**src/rtl/vmem_pkg.sv**
```systemverilog
// Shared types and constants for the vector-memory load/store sequencer.
package vmem_pkg;

  localparam int unsigned VMEM_DATA_W      = 256;
  localparam int unsigned VMEM_ADDR_W      = 10;
  localparam int unsigned VMEM_ADDR_STRIDE = 4;

  typedef enum logic [2:0] {
    IDLE,
    WR_BEAT,
    WR_RSP,
    RD_WAIT,
    RD_RSP
  } lsu_state_e;

  // Address increment wrapped to an aw-bit word address space.
  function automatic logic [31:0] addr_wrap_inc(input logic [31:0] addr,
                                                input int unsigned stride,
                                                input int unsigned aw);
    logic [31:0] mask;
    mask = (aw >= 32) ? '1 : ((32'd1 << aw) - 32'd1);
    return (addr + stride) & mask;
  endfunction

endpackage

```
**src/rtl/vmem_lsu_lat_ctr.sv**
```systemverilog
// Read-latency down-counter; done is high once READ_LAT cycles have elapsed since load.
module vmem_lsu_lat_ctr
  import vmem_pkg::*;
#(
  parameter int unsigned READ_LAT = 0
) (
  input  logic clk,
  input  logic rst,
  input  logic load,
  input  logic en,
  output logic done
);

  localparam int unsigned CW = 2;

  logic [CW-1:0] cnt;

  always_ff @(posedge clk or posedge rst) begin
    if (rst) begin
      cnt <= '0;
    end else if (load) begin
      cnt <= CW'(READ_LAT);
    end else if (en && (cnt != '0)) begin
      cnt <= cnt - 1'b1;
    end
  end

  assign done = (cnt == '0);

endmodule

```
**src/rtl/vmem_lsu.sv**
```systemverilog
// Load/store sequencer for the 256-bit vector data memory: one burst request at a time,
// store beats written combinationally, load beats returned one at a time after READ_LAT.
module vmem_lsu
  import vmem_pkg::*;
#(
  parameter int unsigned DATA_W      = VMEM_DATA_W,
  parameter int unsigned ADDR_W      = VMEM_ADDR_W,
  parameter int unsigned ADDR_STRIDE = VMEM_ADDR_STRIDE,
  parameter int unsigned LEN_W       = 4,
  parameter int unsigned MAX_BURST   = 8,
  parameter int unsigned READ_LAT    = 0
) (
  input  logic              clk,
  input  logic              rst,
  input  logic              req_valid,
  output logic              req_ready,
  input  logic              req_we,
  input  logic [ADDR_W-1:0] req_addr,
  input  logic [LEN_W-1:0]  req_len,
  input  logic              wd_valid,
  output logic              wd_ready,
  input  logic [DATA_W-1:0] wd_data,
  output logic              rsp_valid,
  input  logic              rsp_ready,
  output logic [DATA_W-1:0] rsp_data,
  output logic              rsp_last,
  output logic              rsp_wr,
  output logic              mem_we,
  output logic [ADDR_W-1:0] mem_addr,
  output logic [DATA_W-1:0] mem_wdata,
  input  logic [DATA_W-1:0] mem_rdata
);

  lsu_state_e        state, state_nx;
  logic [ADDR_W-1:0] addr_q;
  logic [ADDR_W-1:0] addr_nx;
  logic [LEN_W-1:0]  beats_q;
  logic [LEN_W-1:0]  len_eff;
  logic [DATA_W-1:0] rdata_q;
  logic              lat_load;
  logic              lat_done;
  logic              last_beat;

  assign len_eff   = ((req_len == '0) || (32'(req_len) > MAX_BURST)) ? LEN_W'(1) : req_len;
  assign addr_nx   = ADDR_W'(addr_wrap_inc(32'(addr_q), ADDR_STRIDE, ADDR_W));
  assign last_beat = (beats_q == LEN_W'(1));

  vmem_lsu_lat_ctr #(
    .READ_LAT(READ_LAT)
  ) u_lat_ctr (
    .clk (clk),
    .rst (rst),
    .load(lat_load),
    .en  (state == RD_WAIT),
    .done(lat_done)
  );

  always_ff @(posedge clk or posedge rst) begin
    if (rst) begin
      state <= IDLE;
    end else begin
      state <= state_nx;
    end
  end

  // req_ready is the only output that is nonzero in IDLE, so it alone needs rst gating.
  always_comb begin
    state_nx  = state;
    req_ready = 1'b0;
    wd_ready  = 1'b0;
    rsp_valid = 1'b0;
    rsp_data  = '0;
    rsp_last  = 1'b0;
    rsp_wr    = 1'b0;
    mem_we    = 1'b0;
    mem_addr  = '0;
    mem_wdata = '0;
    lat_load  = 1'b0;
    case (state)
      IDLE: begin
        req_ready = ~rst;
        if (req_valid) begin
          state_nx = req_we ? WR_BEAT : RD_WAIT;
          lat_load = ~req_we;
        end
      end
      WR_BEAT: begin
        wd_ready  = 1'b1;
        mem_addr  = addr_q;
        mem_wdata = wd_data;
        if (wd_valid) begin
          mem_we = 1'b1;
          if (last_beat) state_nx = WR_RSP;
        end
      end
      WR_RSP: begin
        rsp_valid = 1'b1;
        rsp_wr    = 1'b1;
        rsp_last  = 1'b1;
        mem_addr  = addr_q;
        if (rsp_ready) state_nx = IDLE;
      end
      RD_WAIT: begin
        mem_addr = addr_q;
        if (lat_done) state_nx = RD_RSP;
      end
      RD_RSP: begin
        rsp_valid = 1'b1;
        rsp_last  = last_beat;
        rsp_data  = rdata_q;
        mem_addr  = addr_q;
        if (rsp_ready) begin
          if (last_beat) begin
            state_nx = IDLE;
          end else begin
            state_nx = RD_WAIT;
            lat_load = 1'b1;
          end
        end
      end
      default: state_nx = IDLE;
    endcase
  end

  always_ff @(posedge clk or posedge rst) begin
    if (rst) begin
      addr_q  <= '0;
      beats_q <= '0;
      rdata_q <= '0;
    end else begin
      case (state)
        IDLE: begin
          if (req_valid) begin
            addr_q  <= req_addr;
            beats_q <= len_eff;
          end
        end
        WR_BEAT: begin
          if (wd_valid) begin
            addr_q  <= addr_nx;
            beats_q <= beats_q - 1'b1;
          end
        end
        RD_WAIT: begin
          if (lat_done) rdata_q <= mem_rdata;
        end
        RD_RSP: begin
          if (rsp_ready && !last_beat) begin
            addr_q  <= addr_nx;
            beats_q <= beats_q - 1'b1;
          end
        end
        default: ;
      endcase
    end
  end

endmodule

```
**config.mk**
```make
export PLATFORM = sky130hd
export DESIGN_NAME = vmem_lsu
export DESIGN_NICKNAME = d
export VERILOG_FILES = /design/src/rtl/vmem_pkg.sv /design/src/rtl/vmem_lsu_lat_ctr.sv /design/src/rtl/vmem_lsu.sv
export SDC_FILE = /design/constraint.sdc
export NUM_CORES = 1
export LEC_CHECK = 0
export ABC_AREA = 1
export BUFFER_PORTS_ARGS = -buffer_cell sky130_fd_sc_hd__buf_2
export CAP_MARGIN = 10
export CORE_AREA = 2 2 413 415
export CTS_BUF_LIST = sky130_fd_sc_hd__clkbuf_8
export CTS_CLUSTER_SIZE = 25
export DETAILED_ROUTE_END_ITERATION = 12
export DIE_AREA = 0 0 415 417
export PLACE_DENSITY = 0.3
export SLEW_MARGIN = 20
export SYNTH_ARGS = -nofsm -noshare
export SYNTH_HDL_FRONTEND = slang
export SYNTH_SLANG_ARGS = --single-unit
export TNS_END_PERCENT = 1
```
**constraint.sdc**
```tcl
create_clock -name clk -period 16.2 [get_ports clk]
set_clock_uncertainty 0.1 [all_clocks]
set_input_delay 3.24 -clock clk [delete_from_list [all_inputs] [get_ports clk]]
set_output_delay 3.24 -clock clk [all_outputs]
set_load 0.05 [all_outputs]
```
# Yosys cells after proc, flatten, opt, wreduce, memory -nomap -nowiden
# Cells that the tools add are included.
word_totals:
  out_inout_bits: 528
  elab_cells: 72
  reg_bits: 275
  input_bits: 532
classes:
  n_reduce_logical: 15
  muxes: 34
  n_addsub: 3
  eq_ne: 12
  n_bitwise: 2
  magnitude_cmp: 1
op_table:
  columns: ["op", "count"]
  rows:
  - ["two-way mux 256 bit", 2]
  - ["two-way mux 10 bit", 4]
  - ["one-hot mux 10 bit (3 select lines)", 1]
  - ["two-way mux 3 bit", 6]
  - ["two-way mux 4 bit", 4]
  - ["one-hot mux 3 bit (5 select lines)", 1]
  - ["!= test 2 bit, second input constant", 7]
  - ["one-hot mux 4 bit (3 select lines)", 1]
  - ["adder 10 x 3 -> 10 bit, second input constant", 1]
  - ["two-way mux 1 bit", 9]
  - ["two-way mux 2 bit", 4]
  - ["equality test 3 x 2 -> 1 bit, second input constant", 2]
  - ["AND reduction 6 bit", 1]
  - ["equality test 4 x 1 -> 1 bit, second input constant", 1]
  - ["greater-than comparator 4 bit, second input constant", 1]
  - ["logical NOT 4 bit", 1]
  - ["one-hot mux 1 bit (2 select lines)", 2]
  - ["AND reduction 4 bit", 1]
  - ["nonzero test 2 bit", 2]
  - ["OR reduction 4 bit", 1]
  - ["subtractor 4 x 1 -> 4 bit, second input constant", 1]
  - ["equality test 3 x 1 -> 1 bit, second input constant", 1]
  - ["equality test 3 bit, second input constant", 1]
  - ["logical NOT 3 bit", 1]
  - ["9 further kinds", 11]

# Logic depth before layout (Yosys ltp)
logic_depth:
  depth_word: 5
  mapped_depth: 9
  mapped_depth_nobuf: 9

# By module
# Synthesis repeated with hierarchy kept, for this count alone.
hier_totals:
  hier_cells: 2141
  hier_area_um2: 14777.9
by_module_without_submodules:
  columns: ["mod", "area_per_inst_um2", "cells_each", "n_inst", "seq_area_each_um2"]
  rows:
  - ["vmem_lsu", 14651.6, 2123, 1, 6831.6]
  - ["vmem_lsu_lat_ctr", 126.4, 18, 1, 50.0]

# Worst setup path after synthesis
# Ideal clock, no wire load.
synth_timing:
  path_kind: "input-to-output"
  start: "in wd_valid"
  end: "out mem_we"
  path_buffers: 0
  slack_ps: 8929
  t_arrival_ps: 3931
  t_required_ps: 12860
  stages: 2
  path_cell_list: "inv_1 -> nor2_1"
synth_between:
  elab_chain_len: 2
synth_rtl:
  columns: ["item", "line", "rtl"]
  rows:
  - ["from (decl)", "vmem_lsu.sv:20", "input logic wd_valid,"]
  - ["two-way mux 1 bit", "vmem_lsu.sv:91", "if (wd_valid) begin"]
  - ["two-way mux 1 bit", "vmem_lsu.sv:79", "case (state)"]
  - ["to (decl)", "vmem_lsu.sv:28", "output logic mem_we,"]
# No other way between the ends.

# Final worst setup path
layout_timing:
  start: "in wd_data[93]"
  end: "out mem_wdata[93]"
layout_between:
  elab_chain_len: 1
layout_rtl:
  columns: ["item", "line", "rtl"]
  rows:
  - ["from (decl)", "vmem_lsu.sv:22", "input logic [DATA_W-1:0] wd_data,"]
  - ["two-way mux 256 bit", "vmem_lsu.sv:79", null]
  - ["to (decl)", "vmem_lsu.sv:30", "output logic [DATA_W-1:0] mem_wdata,"]
# No other way between the ends.

==> out/results.md <==
Status
* finished, final reports clean — outcome

Timing
* 0 ns — Total Neg Setup Slack
* 1.08 ns — transition time at the pin with the least slew margin
* 7.59 ns — clock period minus worst slack
* 0 — Final Slew Violations
* 27.9% — worst relative slew slack
* 0 — final hold violation count
* no — setup repair after global routing missed its margin
* 0.406 ns — post-route worst hold slack
* 8.61 ns — minimum setup slack in the final design
* 132 MHz — maximum operating frequency
* 0 — setup-violating endpoint count in the final report
* 46.8% — final clock period utilization by the worst path

Synth
* 0 — EDFF count, synth
* 2,668 — post-synth net total
* 27 — unique cell type count in the Yosys netlist
* sky130_fd_sc_hd__dfrtp_1 — leading register cell type out of synthesis
* 100% — share of flip-flops with an asynchronous set or reset
* 46.8% — portion of synthesized cell area occupied by the leading cell type
* 6.90 um^2 — syn avg cell area
* 0 — Warnings, synthesis
* 46.8% — sequential cell area fraction in the yosys report
* sky130_fd_sc_hd__dfrtp_1 — dominant cell type by area after synthesis
* 275 — total of flip-flops plus latches after synthesis
* sky130_fd_sc_hd__dfrtp_1, sky130_fd_sc_hd__nor2_1, sky130_fd_sc_hd__inv_1 — Area contributors post-synth
* 2,132 — synthesized netlist cell count
* 14,700 um^2 — Post-Syn Area

Finish
* 13.9% — share of the core filled with cells in the final layout
* 59.2% — area growth from synthesis to layout
* 23,400 um^2 — post-route design area
* 5,443 — number of standard cells in the final layout excluding fillers
* sky130_fd_sc_hd__buf_2, sky130_fd_sc_hd__nor2_1, sky130_fd_sc_hd__inv_1, sky130_fd_sc_hd__dfrtp_1, sky130_fd_sc_hd__a21oi_1 — commonest non-fill, non-tap cells in the layout
* 3,690 — number of nets in the layout
* sky130_fd_sc_hd__buf_2 — most common library cell in the layout ignoring fill and taps
* 36.6% — ratio of cells with drive above 1 in the final layout

Die
* 151 — std cell rows
* 173,000 um^2 — area of the die
* 1,060 — count of boundary I/O pins
* 169,000 um^2 — Core Region
* 417 um — chip height
* 8.73% — starting density of the core
* 415 um — Chip Width

Placed design
* 5,303 — DP Cell Count
* 8.64 ns — post-placement worst setup slack
* 22,100 um^2 — placed inst area
* 101,000 um — Detail Placement HPWL
* 1,059 — count of buffers inserted at the top-level ports
* 0.997 — Final Wtd Congestion

Setup path
* state[2] — Critical R2R Launch
* primary output — Critical Path End Type
* buffers and inverters — Top delay family on crit path
* 12.86 ns — CP Data Required Time
* buf_2 > inv_1 > nor2_1 > buf_2 — cells along the critical path
* 12.76 ns — Worst R2R Setup Slack
* 1 — critical path fanouts, max
* in2out — Setup CP Type
* sky130_fd_sc_hd__nor2_1 — master of the slowest instance on the critical path
* 4.25 ns — Crit path arrival time
* rdata_q[141] — Worst R2R End
* input port — kind of start point of the critical path
* 4 — count of cell instances traversed by the critical path
* wd_data[93] — Critical Path Start
* sky130_fd_sc_hd__buf_2 — cell mode on critical path
* mem_wdata[93] — end point of the critical path
* 3 — worst path buffer plus inverter count
* 0.49 ns — maximum single-stage delay on the critical path
* 7 — depth of the worst register-to-register path

CTS
* 3 — depth of the CTS H-tree
* 0.05 ns — clock slew seen by the registers of the worst setup and hold paths
* 0 — post-CTS setup repair buffer count
* 3 — buffer levels on the longest clock path
* 0.74 ns — clock latency on the worst-skew pair
* yes — TritonCTS clock tree
* 67 — number of buffers created by CTS
* 0 — post-CTS sizing
* sky130_fd_sc_hd__clkbuf_8 — cell at the root of the clock tree
* 0 — number of buffers inserted for hold repair after clock tree synthesis
* 275 — clock sink count

Route
* 0 — number of nets still failing antenna checks after routing
* 121,000 um — wire length reported by the detailed router
* 0 — Remaining DRCs
* 3.19 — mean number of vias per cell
* 5 — drt first pass iters
* 990 — first-iteration detailed-routing DRC count
* 17,378 — vias
* 22.2 um — WL per Instance

Global routing
* 157,000 um — wire length of the first global-routing pass
* 16,835 — number of global-route vias before repair
* 13.5% — Total GRT Usage
* 226 — pin count of the biggest net entering global routing
* 128 — antenna violations before repair
* 0 — total overflow reported by the global router

Hold path
* reg2reg — path type of the worst min-delay path

Power and ir drop
* 88.3 uV — maximum resistive drop on vdd
* 203 nW/um^2 — ratio of total power to cell area
* 14.6 nW — standby leakage power
* 4.76 mW — Power, Total

Job
* 0 — max-capacitance violation count

[final cells by class]
cell class	count	area (um^2)
Clock inverter	39	225
Tap cell	2218	2780
Antenna cell	28	70.1
Timing Repair Buffer	1068	5420
Sequential cell	275	6880
Inverter	546	2060
Clock buffer	73	1000
Fill cell	20045	145000
Multi-Input combinational cell	1196	4990
[kinds of logic (layout without fill, tap and decap cells)]
kind of cell,after synthesis,count (layout),synth area share (%)
AOI/OAI and AO/OA,269,269,9.22
xor gates and xnor gates,1,1,0.0595
adders and majority gates,4,4,0.340
buffers and inverters,661,1726,19.5
DFF,275,275,46.8
muxes,2,2,0.153
other,0,28,0
and+or+nand+nor,920,920,24.0
[where the power goes]
part,leakage (nW),internal (mW),switching (mW)
Combinational,10.8,0.575,2.22
Sequential,3.07,1.03,0.0986
Clock,0.736,0.420,0.418
Total,14.6,2.03,2.73
[flip-flops by register name (all words and copies together) (netlist names)]
signal,cells
beats_q,4
u_lat_ctr.cnt,2
state,3
addr_q,10
rdata_q,256
[routing by layer]
layer / part of all wire (%) / vias up / GRT usage, %
met5: 0.20 / - / 0
met4: 2.1 / 40 / 2.89
met3: 9.3 / 256 / 5.70
met2: 45 / 688 / 21.2
met1: 43 / 8199 / 17.0
li1: - / 8195 / -
[Yosys cell counts, types with 3 or more instances]
master	number
sky130_fd_sc_hd__buf_4	4
sky130_fd_sc_hd__dfrtp_1	275
sky130_fd_sc_hd__inv_1	544
sky130_fd_sc_hd__nand4_1	3
sky130_fd_sc_hd__buf_2	59
sky130_fd_sc_hd__buf_1	4
sky130_fd_sc_hd__nand3_1	23
sky130_fd_sc_hd__or2_2	3
sky130_fd_sc_hd__nand2_1	100
sky130_fd_sc_hd__clkbuf_1	9
sky130_fd_sc_hd__ha_1	4
sky130_fd_sc_hd__o21ai_0	7
sky130_fd_sc_hd__buf_6	39
sky130_fd_sc_hd__nor2_1	782
sky130_fd_sc_hd__a21oi_1	258
[how the worst min path moves through the flow]
| stage | startpoint | end | slack (ns) | depth (start not counted) |
|---|---|---|---|---|
| final | addr_q[1] | addr_q[1] | 0.41 | 1 |
| after global routing | rdata_q[97] | rdata_q[97] | 0.42 | 2 |
| after CTS | addr_q[1] | addr_q[1] | 0.41 | 1 |
| after detailed placement | addr_q[1] | addr_q[1] | 0.40 | 1 |
| after global placement | addr_q[1] | addr_q[1] | 0.39 | 1 |
| after floorplan | beats_q[0] | beats_q[0] | 0.38 | 2 |
No activity file was read; power rests on OpenSTA's default activity.
